## config.mk

```make
export PLATFORM = sky130hd
export DESIGN_NAME = decodificador_comp2_serial
export DESIGN_NICKNAME = d
export VERILOG_FILES = /design/src/rtl/decodificador_comp2_serial_pkg.sv /design/src/rtl/decodificador_comp2_serial_celda.sv /design/src/rtl/decodificador_comp2_serial.sv
export SDC_FILE = /design/constraint.sdc
export NUM_CORES = 1
export LEC_CHECK = 0
export CORE_UTILIZATION = 50
export DETAILED_ROUTE_END_ITERATION = 7
export DONT_BUFFER_PORTS = 1
export GPL_ROUTABILITY_DRIVEN = 0
export PLACE_DENSITY_LB_ADDON = 0.12
export SLEW_MARGIN = 15
export SYNTH_ARGS = -nofsm -noshare
export SYNTH_HDL_FRONTEND = slang
export SYNTH_SLANG_ARGS = --single-unit
```

## constraint.sdc

```tcl
create_clock -name clk -period 1.4 [get_ports clk]
set_input_delay 0.28 -clock clk [delete_from_list [all_inputs] [get_ports clk]]
set_output_delay 0.28 -clock clk [all_outputs]
set_load 0.1 [all_outputs]
```

## src/rtl/decodificador_comp2_serial_pkg.sv

```systemverilog
// Shared definitions for the serial two's-complement decoder.
//   N_DEFAULT : default word width
//   state_t   : FSM state encodings (ST_IDLE=0, ST_SHIFT=1, ST_DONE=2),
//               kept stable so other benches of the negator can reuse them.
package decodificador_comp2_serial_pkg;

  localparam int N_DEFAULT = 8;

  typedef enum logic [1:0] {
    ST_IDLE  = 2'd0,
    ST_SHIFT = 2'd1,
    ST_DONE  = 2'd2
  } state_t;

endpackage

```

## src/rtl/decodificador_comp2_serial_celda.sv

```systemverilog
// One bit-slice of the serial two's-complement-to-magnitude conversion.
// Negative words are converted by copying bits up to and including the
// first 1 (from the LSB), then inverting all following bits (== ~X+1).
// Ports:
//   x_i          : current input bit (LSB first)
//   signo        : 1 when the word being decoded is negative
//   seen_one     : a 1 has already been seen in a lower bit
//   out_bit      : magnitude bit for this position
//   seen_one_nxt : updated seen_one flag for the next bit
module celda_comp2_serial (
  input  logic x_i,
  input  logic signo,
  input  logic seen_one,
  output logic out_bit,
  output logic seen_one_nxt
);

  assign out_bit      = x_i ^ (signo & seen_one);
  assign seen_one_nxt = seen_one | x_i;

endmodule

```

## src/rtl/decodificador_comp2_serial.sv

```systemverilog
// Bit-serial decoder: N-bit two's-complement word -> sign + unsigned magnitude.
// One bit per clock, LSB first; one word in flight at a time.
// Ports:
//   clk, rst            : clock (rising edge), asynchronous active-high reset
//   in_valid, in_ready  : input handshake (in_ready high only in IDLE)
//   X                   : two's-complement word, sampled on acceptance only
//   out_valid, out_ready: output handshake (results held while stalled)
//   signo               : 1 = negative input
//   magnitud            : |X|, N bits so that -2^(N-1) fits
//   es_minimo           : input was the most negative value -2^(N-1)
module decodificador_comp2_serial
  import decodificador_comp2_serial_pkg::*;
#(
  parameter int N = N_DEFAULT
) (
  input  logic         clk,
  input  logic         rst,
  input  logic         in_valid,
  output logic         in_ready,
  input  logic [N-1:0] X,
  output logic         out_valid,
  input  logic         out_ready,
  output logic         signo,
  output logic [N-1:0] magnitud,
  output logic         es_minimo
);

  localparam int CW = $clog2(N);
  localparam logic [CW-1:0] CNT_LAST = CW'(N - 1);

  state_t        state, state_nxt;
  logic [N-1:0]  shreg;
  logic [CW-1:0] cnt;
  logic          seen_one;
  logic          out_bit;
  logic          seen_one_nxt;

  celda_comp2_serial u_celda (
    .x_i          (shreg[0]),
    .signo        (signo),
    .seen_one     (seen_one),
    .out_bit      (out_bit),
    .seen_one_nxt (seen_one_nxt)
  );

  always_ff @(posedge clk or posedge rst) begin
    if (rst) state <= ST_IDLE;
    else     state <= state_nxt;
  end

  always_comb begin
    state_nxt = state;
    in_ready  = 1'b0;
    out_valid = 1'b0;
    case (state)
      ST_IDLE: begin
        in_ready = 1'b1;
        if (in_valid) state_nxt = ST_SHIFT;
      end
      ST_SHIFT: begin
        if (cnt == CNT_LAST) state_nxt = ST_DONE;
      end
      ST_DONE: begin
        out_valid = 1'b1;
        if (out_ready) state_nxt = ST_IDLE;
      end
      default: state_nxt = ST_IDLE;
    endcase
  end

  // Datapath: latch on acceptance, then one serial bit per SHIFT cycle.
  // Magnitude fills from the MSB side so after N shifts bit 0 sits at LSB.
  always_ff @(posedge clk or posedge rst) begin
    if (rst) begin
      shreg     <= '0;
      cnt       <= '0;
      seen_one  <= 1'b0;
      signo     <= 1'b0;
      magnitud  <= '0;
      es_minimo <= 1'b0;
    end else begin
      case (state)
        ST_IDLE: begin
          if (in_valid) begin
            shreg     <= X;
            signo     <= X[N-1];
            es_minimo <= X[N-1] & ~(|X[N-2:0]);
            cnt       <= '0;
            seen_one  <= 1'b0;
          end
        end
        ST_SHIFT: begin
          shreg    <= shreg >> 1;
          magnitud <= {out_bit, magnitud[N-1:1]};
          seen_one <= seen_one_nxt;
          cnt      <= cnt + CW'(1);
        end
        default: ;
      endcase
    end
  end

endmodule

```

==> results of run 1 <==
## metrics by stage
stage          worst slack, ns  area, µm²  cells  utilization, %
2_1_floorplan           0.0438       1060    107               -
4_1_cts                 -0.145       1290    154            65.8
3_3_place_gp            -0.166       1210    146            61.5
5_1_grt                 -0.156       1350    156            68.6
3_5_place_dp            -0.205       1210    146            61.5
6_report                -0.111       1350    156            68.6
## layout by cell type (no fill, tap or decap), types with 3 or more instances in the layout
cell type	n
buf_4	16
buf_6	3
clkbuf_4	3
dfrtp_1	22
nand2_1	33
nand3_1	5
nor2_1	7
nor3_1	7
o21ai_0	3
o22ai_2	7
## registers in the layout, summed over array words and instances (netlist names)
register and count:
cnt 3, es_minimo 1, magnitud 8, seen_one 1, shreg 8, signo 1
state 2
## kinds of logic (layout without fill, tap and decap cells)
logic type | after synthesis | in the layout | synth area share [%]
AOI/OAI and AO/OA | 12 | 12 | 8.47
xor gates and xnor gates | 1 | 1 | 0.835
adders and majority gates | 2 | 2 | 2.39
buffers and inverters | 8 | 30 | 5.01
DFF | 24 | 24 | 57.3
and+or+nand+nor | 60 | 60 | 26.0
## what timing repair did
action | CTS | global route
resized for setup | 4 | 11
endpoints found under the setup margin | 21 | 17
pin swaps | 0 | 3
buffers inserted | 3 | 1
cloned | 0 | 2
hold buffers | 1 | 0
hold endpoints to repair | 24 | 0
## path summary, 6_finish.rpt
| kind | slack [ns] | cells past startpoint | start | endpoint |
|---|---|---|---|---|
| min in group asynchronous | 0.42 | 3 | rst | magnitud[6]$_DFFE_PP0N_ |
| worst max register to register | 0 | 5 | state[1]$_DFFE_PP0P_ | shreg[3]$_DFFE_PP0P_ |
| worst max-delay path | -0.11 | 3 | state[1]$_DFFE_PP0P_ | out_valid |
| worst min-delay path | 0.10 | 2 | X[7] | signo$_DFFE_PP0P_ |
| worst min register to register | 0.52 | 2 | signo$_DFFE_PP0P_ | signo$_DFFE_PP0P_ |
| max in group asynchronous | 0.72 | 3 | rst | state[0]$_DFFE_PP0P_ |
## layout make-up
type	instances	share of cell area, %
sequential	24	44.8
multi-input combinational	75	33.5
timing repair buffer	24	15.9
clock buffer	4	2.70
tap	27	2.51
inverter	2	0.558
## metal layers
layer  routed length (µm)  track usage (%)  vias to the layer above
met5                    0                0                        -
met4                   40             9.44                        0
met3                  101             4.15                        4
met2                  983             27.6                       27
met1                 1010             27.1                      366
li1                     -                -                      401
==> key figures, run 1 <==
Outcome
  • Status: finished with violations
  • Failing checks: negative setup slack

Timing
  • Hold slack: approximately 0.10 ns
  • Final hold viol count: 0
  • Total Neg Setup Slack: -0.145 ns
  • Period utilization: 108%
  • Pins over their slew limit: 0
  • Worst-margin pin slew: about 0.40 ns
  • Clk_skew: 0.0117 ns
  • Final setup fails: 2
  • RSZ-0062 raised after global routing: yes
  • Min Tclk post-route: 1.51 ns
  • PnR worst setup slack: -0.111 ns
  • Maximum clock rate: 0.662 GHz
  • Slew HR: 73.1%

Routing
  • Antenna-violating nets left: 0
  • Drt first-iter violations: 8
  • Number of remaining DRC errors: 0
  • WL/cell: 13.7 µm
  • Drt pass-1 iters: 4
  • Vias: between 700 and 800
  • DRT Wirelength: 2130 µm
  • Routed vias/inst: 5.12

Clocking
  • CTS max path bufs: 2
  • Worst-Skew Late Latency: 0.33 ns
  • H-tree levels: 1
  • Clk sinks: 24
  • CTS tree: done
  • Worst-path clk slew: ~0.14 ns
  • Num CTS Buffers: 3
  • Clk root buf: clkbuf_4

Yosys
  • Seq/Total Area, Yosys: 57.3%
  • Fraction of registers with async set/reset: 100%
  • Most frequent cell after synthesis: nand2_1
  • Yosys top cell area share: 57.3%
  • Distinct cell type count after synthesis: 23
  • Synthesized cell area: roughly 1000 µm²
  • Area leader, netlist: dfrtp_1
  • Gate Count Post-Synth: 107
  • Syn avg cell area: 9.80 µm²
  • Top FF cell, synth: dfrtp_1
  • YS warnings: 0
  • Syn_nets: 121
  • Top cells by area, synth: dfrtp_1 57%, nand2_1 12%, nor3_1 3.3%, o22ai_1 3.0%, nor2_1 2.9%
  • #FFs+latches synth: 24
  • Commonest cells in the netlist: 33 x nand2_1, 24 x dfrtp_1, 8 x nor2_1
  • Post-synth EDFFs: 0

Floorplan
  • Chip width: roughly 48 µm
  • Die Ht: around 48 µm
  • Die area: 2280 µm²
  • Num rows: 16
  • # IOs: 24
  • Initial core utilization: 53.4%
  • Core footprint: 1960 µm²

Cells and area
  • # fillers: 171
  • FF/Latch Area: 603 µm²
  • Layout cells sized above 1: 31.8%
  • Area Growth Syn to Fin: 28.3%
  • Final net count: about 140
  • Antenna Cells: 0
  • Area of the multi-input gates: 450 µm²

Placed design
  • Final HPWL DP: 1330 µm
  • Port Buffers: 0

Critical path
  • Crit Path Category: reg2out
  • Arr. time, crit path: around 1.2 ns
  • CP Data Required Time: 1.12 ns
  • Peak fanout along the critical path: 5
  • CP Launch Type: flop
  • CP max stage cell: dfrtp_1
  • Sequence of cells on the critical path: buf_6 -> and2b_2 -> buf_12
  • Number of buffers and inverters on the critical path: 2
  • Slowest stage delay, CP: between 0.4 and 0.5 ns
  • CP Capture Type: primary output
  • CP delay by family, top: flip-flops

GRT
  • Initial antenna violation count: 0
  • Global-route wire length before repair: 2930 µm
  • GRT Total Usage: 19.1%
  • Largest net degree at the start of global routing: 25
  • Vias in the first global route: between 600 and 700
  • GR Overflow Total: 0

Min path
  • Hold crit path type: in2reg

Flow run
  • Max_cap viols: 0
Power of run 1 is left out: the tool's default activity adds up to more than one toggle a clock period on the data nets, which glitch-free logic cannot reach.
==> inputs of run 2 (changes only) <==
--- a/config.mk
+++ b/config.mk
@@ -5,7 +5,9 @@
 export SDC_FILE = /design/constraint.sdc
 export NUM_CORES = 1
 export LEC_CHECK = 0
-export CORE_UTILIZATION = 50
+export CELL_PAD_IN_SITES_DETAIL_PLACEMENT = 1
+export CELL_PAD_IN_SITES_GLOBAL_PLACEMENT = 2
+export CORE_UTILIZATION = 33
 export DETAILED_ROUTE_END_ITERATION = 7
 export DONT_BUFFER_PORTS = 1
 export GPL_ROUTABILITY_DRIVEN = 0
==> run 2 against run 1 <==
The run still ends with negative setup slack left. Register-to-register slack worse by 0.03 ns. Via count up 8.0%. Non-clock buffer count increased by 2. Critical path depth is the same. Global-route usage decreased by 3.3 points. Sequential share of layout area is 1.6 points lower. Count of clock-buffer cells in the layout unchanged. Core utilization fell by 23 points. Flip-flop and latch count stayed put.
==> key figures, run 2 (synthesis results as in run 1) <==
Clocking
  • CTS tree: done (unchanged)
  • H-tree levels: 1 (unchanged)
  • Worst-path clk slew: 0.13 ns (was 0.14 ns)
  • Clk root buf: clkbuf_4 (unchanged)
  • Worst-Skew Late Latency: 0.31 ns (was 0.33 ns)
  • Clk sinks: 24 (unchanged)
  • CTS max path bufs: 2 (unchanged)
  • Num CTS Buffers: 3 (unchanged)

Floorplan
  • Initial core utilization: 34.6% (was 53.4%)
  • Chip width: 58.4 µm (was 47.8 µm)
  • Die area: 3410 µm² (was 2280 µm²)
  • Core footprint: 3030 µm² (was 1960 µm²)
  • Die Ht: 58.4 µm (was 47.8 µm)
  • Num rows: 20 (was 16)
  • # IOs: 24 (unchanged)

Routing
  • Antenna-violating nets left: 0 (unchanged)
  • WL/cell: 14.5 µm (was 13.7 µm)
  • Routed vias/inst: 4.93 (was 5.12)
  • DRT Wirelength: 2540 µm (was 2130 µm)
  • Vias: 862 (was 798)
  • Drt first-iter violations: 27 (was 8)
  • Number of remaining DRC errors: 0 (unchanged)
  • Drt pass-1 iters: 4 (unchanged)

GRT
  • Largest net degree at the start of global routing: 25 (unchanged)
  • Grt met1 use: 20.9% (was 27.1%)
  • GR Overflow Total: 0 (unchanged)
  • Busiest grt layer: met2 (unchanged)
  • Global Route met2 Usage: 25.8% (was 27.6%)
  • Global-route wire length before repair: 4020 µm (was 2930 µm)
  • Met3 Usage GRT: 2.42% (was 4.15%)
  • Initial antenna violation count: 0 (unchanged)
  • Vias in the first global route: 898 (was 663)
  • GRT Total Usage: 15.8% (was 19.1%)

Cells and area
  • Layout cells sized above 1: 31.3% (was 31.8%)
  • Commonest non-fill, non-tap cell in the layout: nand2_1 (unchanged)
  • Finished Cell Area: 1390 µm² (was 1350 µm²)
  • Non-filler cells, final: 175 (was 156)
  • Most frequent cells in the layout: 33 x nand2_1, 23 x dfrtp_1, 19 x buf_4 (was 33 x nand2_1, 22 x dfrtp_1, 16 x buf_4)
  • Post-layout util: 46.0% (was 68.6%)
  • Top flop regs: magnitud: 8 flops, shreg: 8 flops, cnt: 3 flops (unchanged)
  • Final net count: 146 (was 144)
  • Area Growth Syn to Fin: 32.7% (was 28.3%)
  • Antenna Cells: 0 (unchanged)

Critical path
  • Crit Path Category: reg2out (unchanged)
  • R2r setup slk: -0.03 ns (was 0 ns)
  • Number of buffers and inverters on the critical path: 2 (unchanged)
  • CP delay by family, top: flip-flops (unchanged)
  • CP Capture Type: primary output (unchanged)
  • Peak fanout along the critical path: 2 (was 5)
  • CP Launch Type: flop (unchanged)
  • Sequence of cells on the critical path: buf_6 -> and2b_2 -> buf_12 (unchanged)
  • CP Data Required Time: 1.12 ns (about the same)
  • CP max stage cell: dfrtp_1 (unchanged)
  • Arr. time, crit path: 1.25 ns (was 1.23 ns)
  • Slowest stage delay, CP: 0.42 ns (was 0.41 ns)

Placed design
  • Port Buffers: 0 (unchanged)
  • Final HPWL DP: 1670 µm (was 1330 µm)
  • Pre-CTS setup slack: 0.0820 ns (was -0.205 ns)
  • Placed cell count: 166 (was 146)
  • DP Area: 1250 µm² (was 1210 µm²)

Timing
  • Maximum clock rate: 0.655 GHz (was 0.662 GHz)
  • Final hold viol count: 0 (unchanged)
  • Worst-margin pin slew: 0.313 ns (was 0.403 ns)
  • Period utilization: 109% (was 108%)
  • Pins over their slew limit: 0 (unchanged)
  • Final setup fails: 10 (was 2)
  • PnR worst setup slack: -0.128 ns (was -0.111 ns)
  • Clk_skew: 0.00528 ns (was 0.0117 ns)
  • RSZ-0062 raised after global routing: yes (unchanged)
  • Slew HR: 79.1% (was 73.1%)
  • Min Tclk post-route: 1.53 ns (was 1.51 ns)

Min path
  • Hold crit path type: in2reg (unchanged)

Flow run
  • Max_cap viols: 0 (unchanged)

Outcome
  • Status: finished with violations (unchanged)
  • Failing checks: negative setup slack (unchanged)
[run 2: changes by cell type in the layout (fill, tap and decap cells not counted), moves of 2 or more]
cell | before | now
o22ai_2 | 7 | 5
o22ai_4 | 0 | 2
buf_4 | 16 | 19
buf_2 | 2 | 0
[run 2: what timing repair did]
action | CTS | global route
gates resized for setup | 6 | 12
pin swaps | 1 | 10
setup endpoints to repair | 2 | 11
setup buffers | 2 | 1
hold buffers | 1 | 0
gates cloned | 0 | 1
hold endpoints to repair | 24 | 0
[run 2: path summary, 6_finish.rpt]
path | start | to | cells after the start
setup / recovery | state[0]$_DFFE_PP0P_ | out_valid | 3
hold / removal | X[7] | shreg[7]$_DFFE_PP0P_ | 2
setup reg to reg | state[0]$_DFFE_PP0P_ | shreg[3]$_DFFE_PP0P_ | 5
hold reg to reg | cnt[0]$_DFFE_PP0P_ | cnt[0]$_DFFE_PP0P_ | 1
max in group asynchronous | rst | signo$_DFFE_PP0P_ | 3
min in group asynchronous | rst | magnitud[4]$_DFFE_PP0N_ | 3
[run 2: per-stage QoR]
stage,TNS (ns),hold WS (ns)
3_3_place_gp,0,0.241
5_1_grt,-0.769,0.104
2_1_floorplan,0,0.295
4_1_cts,-0.182,0.0890
6_report,-0.271,0.104
3_5_place_dp,0,0.254
[run 2: layer usage]
| metal | part of all wire (%) | up-vias |
|---|---|---|
| met5 | 0 | - |
| met4 | 0.71 | 0 |
| met3 | 3.2 | 2 |
| met2 | 48 | 12 |
| met1 | 48 | 446 |
| li1 | - | 402 |
[run 2: cell type report]
class / instances / area [µm²]
well taps: 44 / 55.1
fillers: 350 / 1640
multi-input cells: 75 / 454
inverters: 2 / 7.51
clock buffers: 4 / 26.3
repair buffers: 26 / 246
flip-flops and latches: 24 / 602
Power of run 2 is left out for the same reason.
==> inputs of run 3 (changes only) <==
--- a/config.mk
+++ b/config.mk
@@ -7,7 +7,7 @@
 export LEC_CHECK = 0
 export CELL_PAD_IN_SITES_DETAIL_PLACEMENT = 1
 export CELL_PAD_IN_SITES_GLOBAL_PLACEMENT = 2
-export CORE_UTILIZATION = 33
+export CORE_UTILIZATION = 36
 export DETAILED_ROUTE_END_ITERATION = 7
 export DONT_BUFFER_PORTS = 1
 export GPL_ROUTABILITY_DRIVEN = 0
==> constraint.sdc (replaced) <==
create_clock -name clk -period 1.74 [get_ports clk]
set_input_delay 0.348 -clock clk [delete_from_list [all_inputs] [get_ports clk]]
set_output_delay 0.348 -clock clk [all_outputs]
set_load 0.1 [all_outputs]
==> run 3 against run 2 <==
The flow now finishes without violations. Non-clock buffer count is 12 lower. Flip-flop and latch count stayed put. Global-route usage is 0.33 points lower. Design area is 14% lower. Clock skew is 0.00058 ns lower. First-iteration DRC count is 33% lower. Hold slack better by 0.058 ns. Core utilization is 2.8 points lower. Critical path type unchanged.
==> key figures, run 3 (synthesis results as in run 1) <==
Outcome
  • Status: finished clean (was finished with violations)

Floorplan
  • Initial core utilization: 38.0% (was 34.6%)
  • Core footprint: 2760 µm² (was 3030 µm²)
  • Die Ht: 56.0 µm (was 58.4 µm)
  • Num rows: 19 (was 20)
  • # IOs: 24 (unchanged)
  • Die area: 3130 µm² (was 3410 µm²)
  • Chip width: 56.0 µm (was 58.4 µm)

Cells and area
  • Top flop regs: magnitud: 8 flops, shreg: 8 flops, cnt: 3 flops (unchanged)
  • FF/Latch Area: 601 µm² (was 602 µm²)
  • Most frequent cells in the layout: 33 x nand2_1, 24 x dfrtp_1, 13 x buf_4 (was 33 x nand2_1, 23 x dfrtp_1, 19 x buf_4)
  • Final net count: 134 (was 146)
  • Commonest non-fill, non-tap cell in the layout: nand2_1 (unchanged)
  • Post-layout util: 43.1% (was 46.0%)
  • Area Growth Syn to Fin: 13.5% (was 32.7%)
  • # fillers: 332 (was 350)
  • Antenna Cells: 0 (unchanged)
  • Finished Cell Area: 1190 µm² (was 1390 µm²)
  • Layout cells sized above 1: 18.5% (was 31.3%)
  • Area of the multi-input gates: 399 µm² (was 454 µm²)

Critical path
  • CP Data Required Time: 1.39 ns (was 1.12 ns)
  • CP endpoint: out_valid (unchanged)
  • R2r setup slk: 0.24 ns (was -0.03 ns)
  • Levels on crit path: 1 (was 3)
  • Crit Path Category: reg2out (unchanged)
  • Slowest stage delay, CP: 0.49 ns (was 0.42 ns)
  • Sequence of cells on the critical path: and2b_4 (was buf_6 -> and2b_2 -> buf_12)
  • Reg2Reg Depth: 3 (was 5)
  • Worst setup startpoint: state[0]$_DFFE_PP0P_ (unchanged)
  • CP Capture Type: primary output (unchanged)
  • Arr. time, crit path: 1.26 ns (was 1.25 ns)
  • R2r startpoint: state[0]$_DFFE_PP0P_ (unchanged)
  • Reg2reg end: cnt[0]$_DFFE_PP0P_ (was shreg[3]$_DFFE_PP0P_)
  • Number of buffers and inverters on the critical path: 0 (was 2)
  • CP delay by family, top: simple AND/OR/NAND/NOR gates (was flip-flops)
  • CP Launch Type: flop (unchanged)
  • CP max stage cell: and2b_4 (was dfrtp_1)
  • Peak fanout along the critical path: 6 (was 2)

Clocking
  • Clk root buf: clkbuf_4 (unchanged)
  • Num CTS Buffers: 3 (unchanged)
  • CTS max path bufs: 2 (unchanged)
  • Post-CTS setup-driven buffer insertion count: 0 (was 2)
  • Clk sinks: 24 (unchanged)
  • H-tree levels: 1 (unchanged)
  • Worst-Skew Late Latency: 0.31 ns (about the same)
  • CTS tree: done (unchanged)
  • Worst-path clk slew: 0.13 ns (about the same)

Timing
  • Final hold viol count: 0 (unchanged)
  • Min Tclk post-route: 1.61 ns
  • Maximum clock rate: 0.622 GHz
  • Clk_skew: 0.00470 ns (was 0.00528 ns)
  • Final setup fails: 0 (was 10)
  • Pins over their slew limit: 0 (unchanged)
  • Worst-margin pin slew: 0.749 ns (was 0.313 ns)
  • Period utilization: ~92%
  • Slew HR: 50.1% (was 79.1%)
  • RSZ-0062 raised after global routing: no (was yes)
  • Hold slack: 0.162 ns (was 0.104 ns)
  • Total Neg Setup Slack: 0 ns (was -0.271 ns)

GRT
  • Largest net degree at the start of global routing: 25 (unchanged)
  • Vias in the first global route: 800 (was 898)
  • GR Overflow Total: 0 (unchanged)
  • Initial antenna violation count: 0 (unchanged)
  • Global-route wire length before repair: 3720 µm (was 4020 µm)
  • GRT Total Usage: 15.5% (was 15.8%)

Routing
  • Drt pass-1 iters: 4 (unchanged)
  • Number of remaining DRC errors: 0 (unchanged)
  • WL/cell: 14.6 µm (was 14.5 µm)
  • Drt first-iter violations: 18 (was 27)
  • Met2 wire length: 1050 µm (was 1230 µm)
  • Top sig layer: met4 (unchanged)
  • Antenna-violating nets left: 0 (unchanged)
  • Met3 routed WL: 74 µm (was 80 µm)
  • DRT Wirelength: 2190 µm (was 2540 µm)
  • Met1 Wirelength: 1050 µm (was 1210 µm)
  • Vias: 769 (was 862)
  • Routed vias/inst: 5.13 (was 4.93)

Placed design
  • Port Buffers: 0 (unchanged)
  • DP Area: 1140 µm² (was 1250 µm²)
  • Final HPWL DP: 1430 µm (was 1670 µm)

Flow run
  • Max_cap viols: 0 (unchanged)

Min path
  • Hold crit path type: in2reg (unchanged)
-- run 3: cell types whose count changed in the layout (fill, tap and decap cells not counted), moves of 2 or more --
cell	change
buf_12	-3
o22ai_1	+5
o22ai_4	-2
buf_6	-3
buf_4	-6
o22ai_2	-3
-- run 3: metrics by stage --
| step | worst slack [ns] | instances |
|---|---|---|
| after floorplan | 0.171 | 107 |
| after global placement | 0.285 | 145 |
| after detailed placement | 0.247 | 145 |
| after CTS | 0.0310 | 150 |
| after global routing | 0.0672 | 150 |
| final | 0.132 | 150 |
-- run 3: worst min-delay path by stage --
| stage | cells after the start | endpoint | from |
|---|---|---|---|
| after detailed placement | 2 | magnitud[0]$_DFFE_PP0N_ | rst |
| final | 2 | shreg[7]$_DFFE_PP0P_ | X[7] |
| after CTS | 2 | shreg[7]$_DFFE_PP0P_ | X[7] |
| after global placement | 2 | magnitud[0]$_DFFE_PP0N_ | rst |
| after global routing | 2 | shreg[7]$_DFFE_PP0P_ | X[7] |
| after floorplan | 1 | cnt[0]$_DFFE_PP0P_ | rst |
-- run 3: metal layers --
metal,global-route usage [%],up-vias
li1,-,381
met1,20.7,376
met2,24.8,10
met3,2.79,2
met4,6.27,0
met5,0,-
-- run 3: final cells by class --
type | count | area share (%)
tap | 31 | 3.26
clock buffer | 4 | 3.05
multi-input combinational | 75 | 33.5
timing repair buffer | 14 | 9.04
inverter | 2 | 0.631
sequential | 24 | 50.5
-- run 3: repair_timing --
action | 4_1_cts | 5_1_grt
setup endpoints to repair | 0 | 1
resized for setup | 0 | 1
hold buffers | 1 | 0
hold endpoints to repair | 24 | 0
Power of run 3 is left out for the same reason.
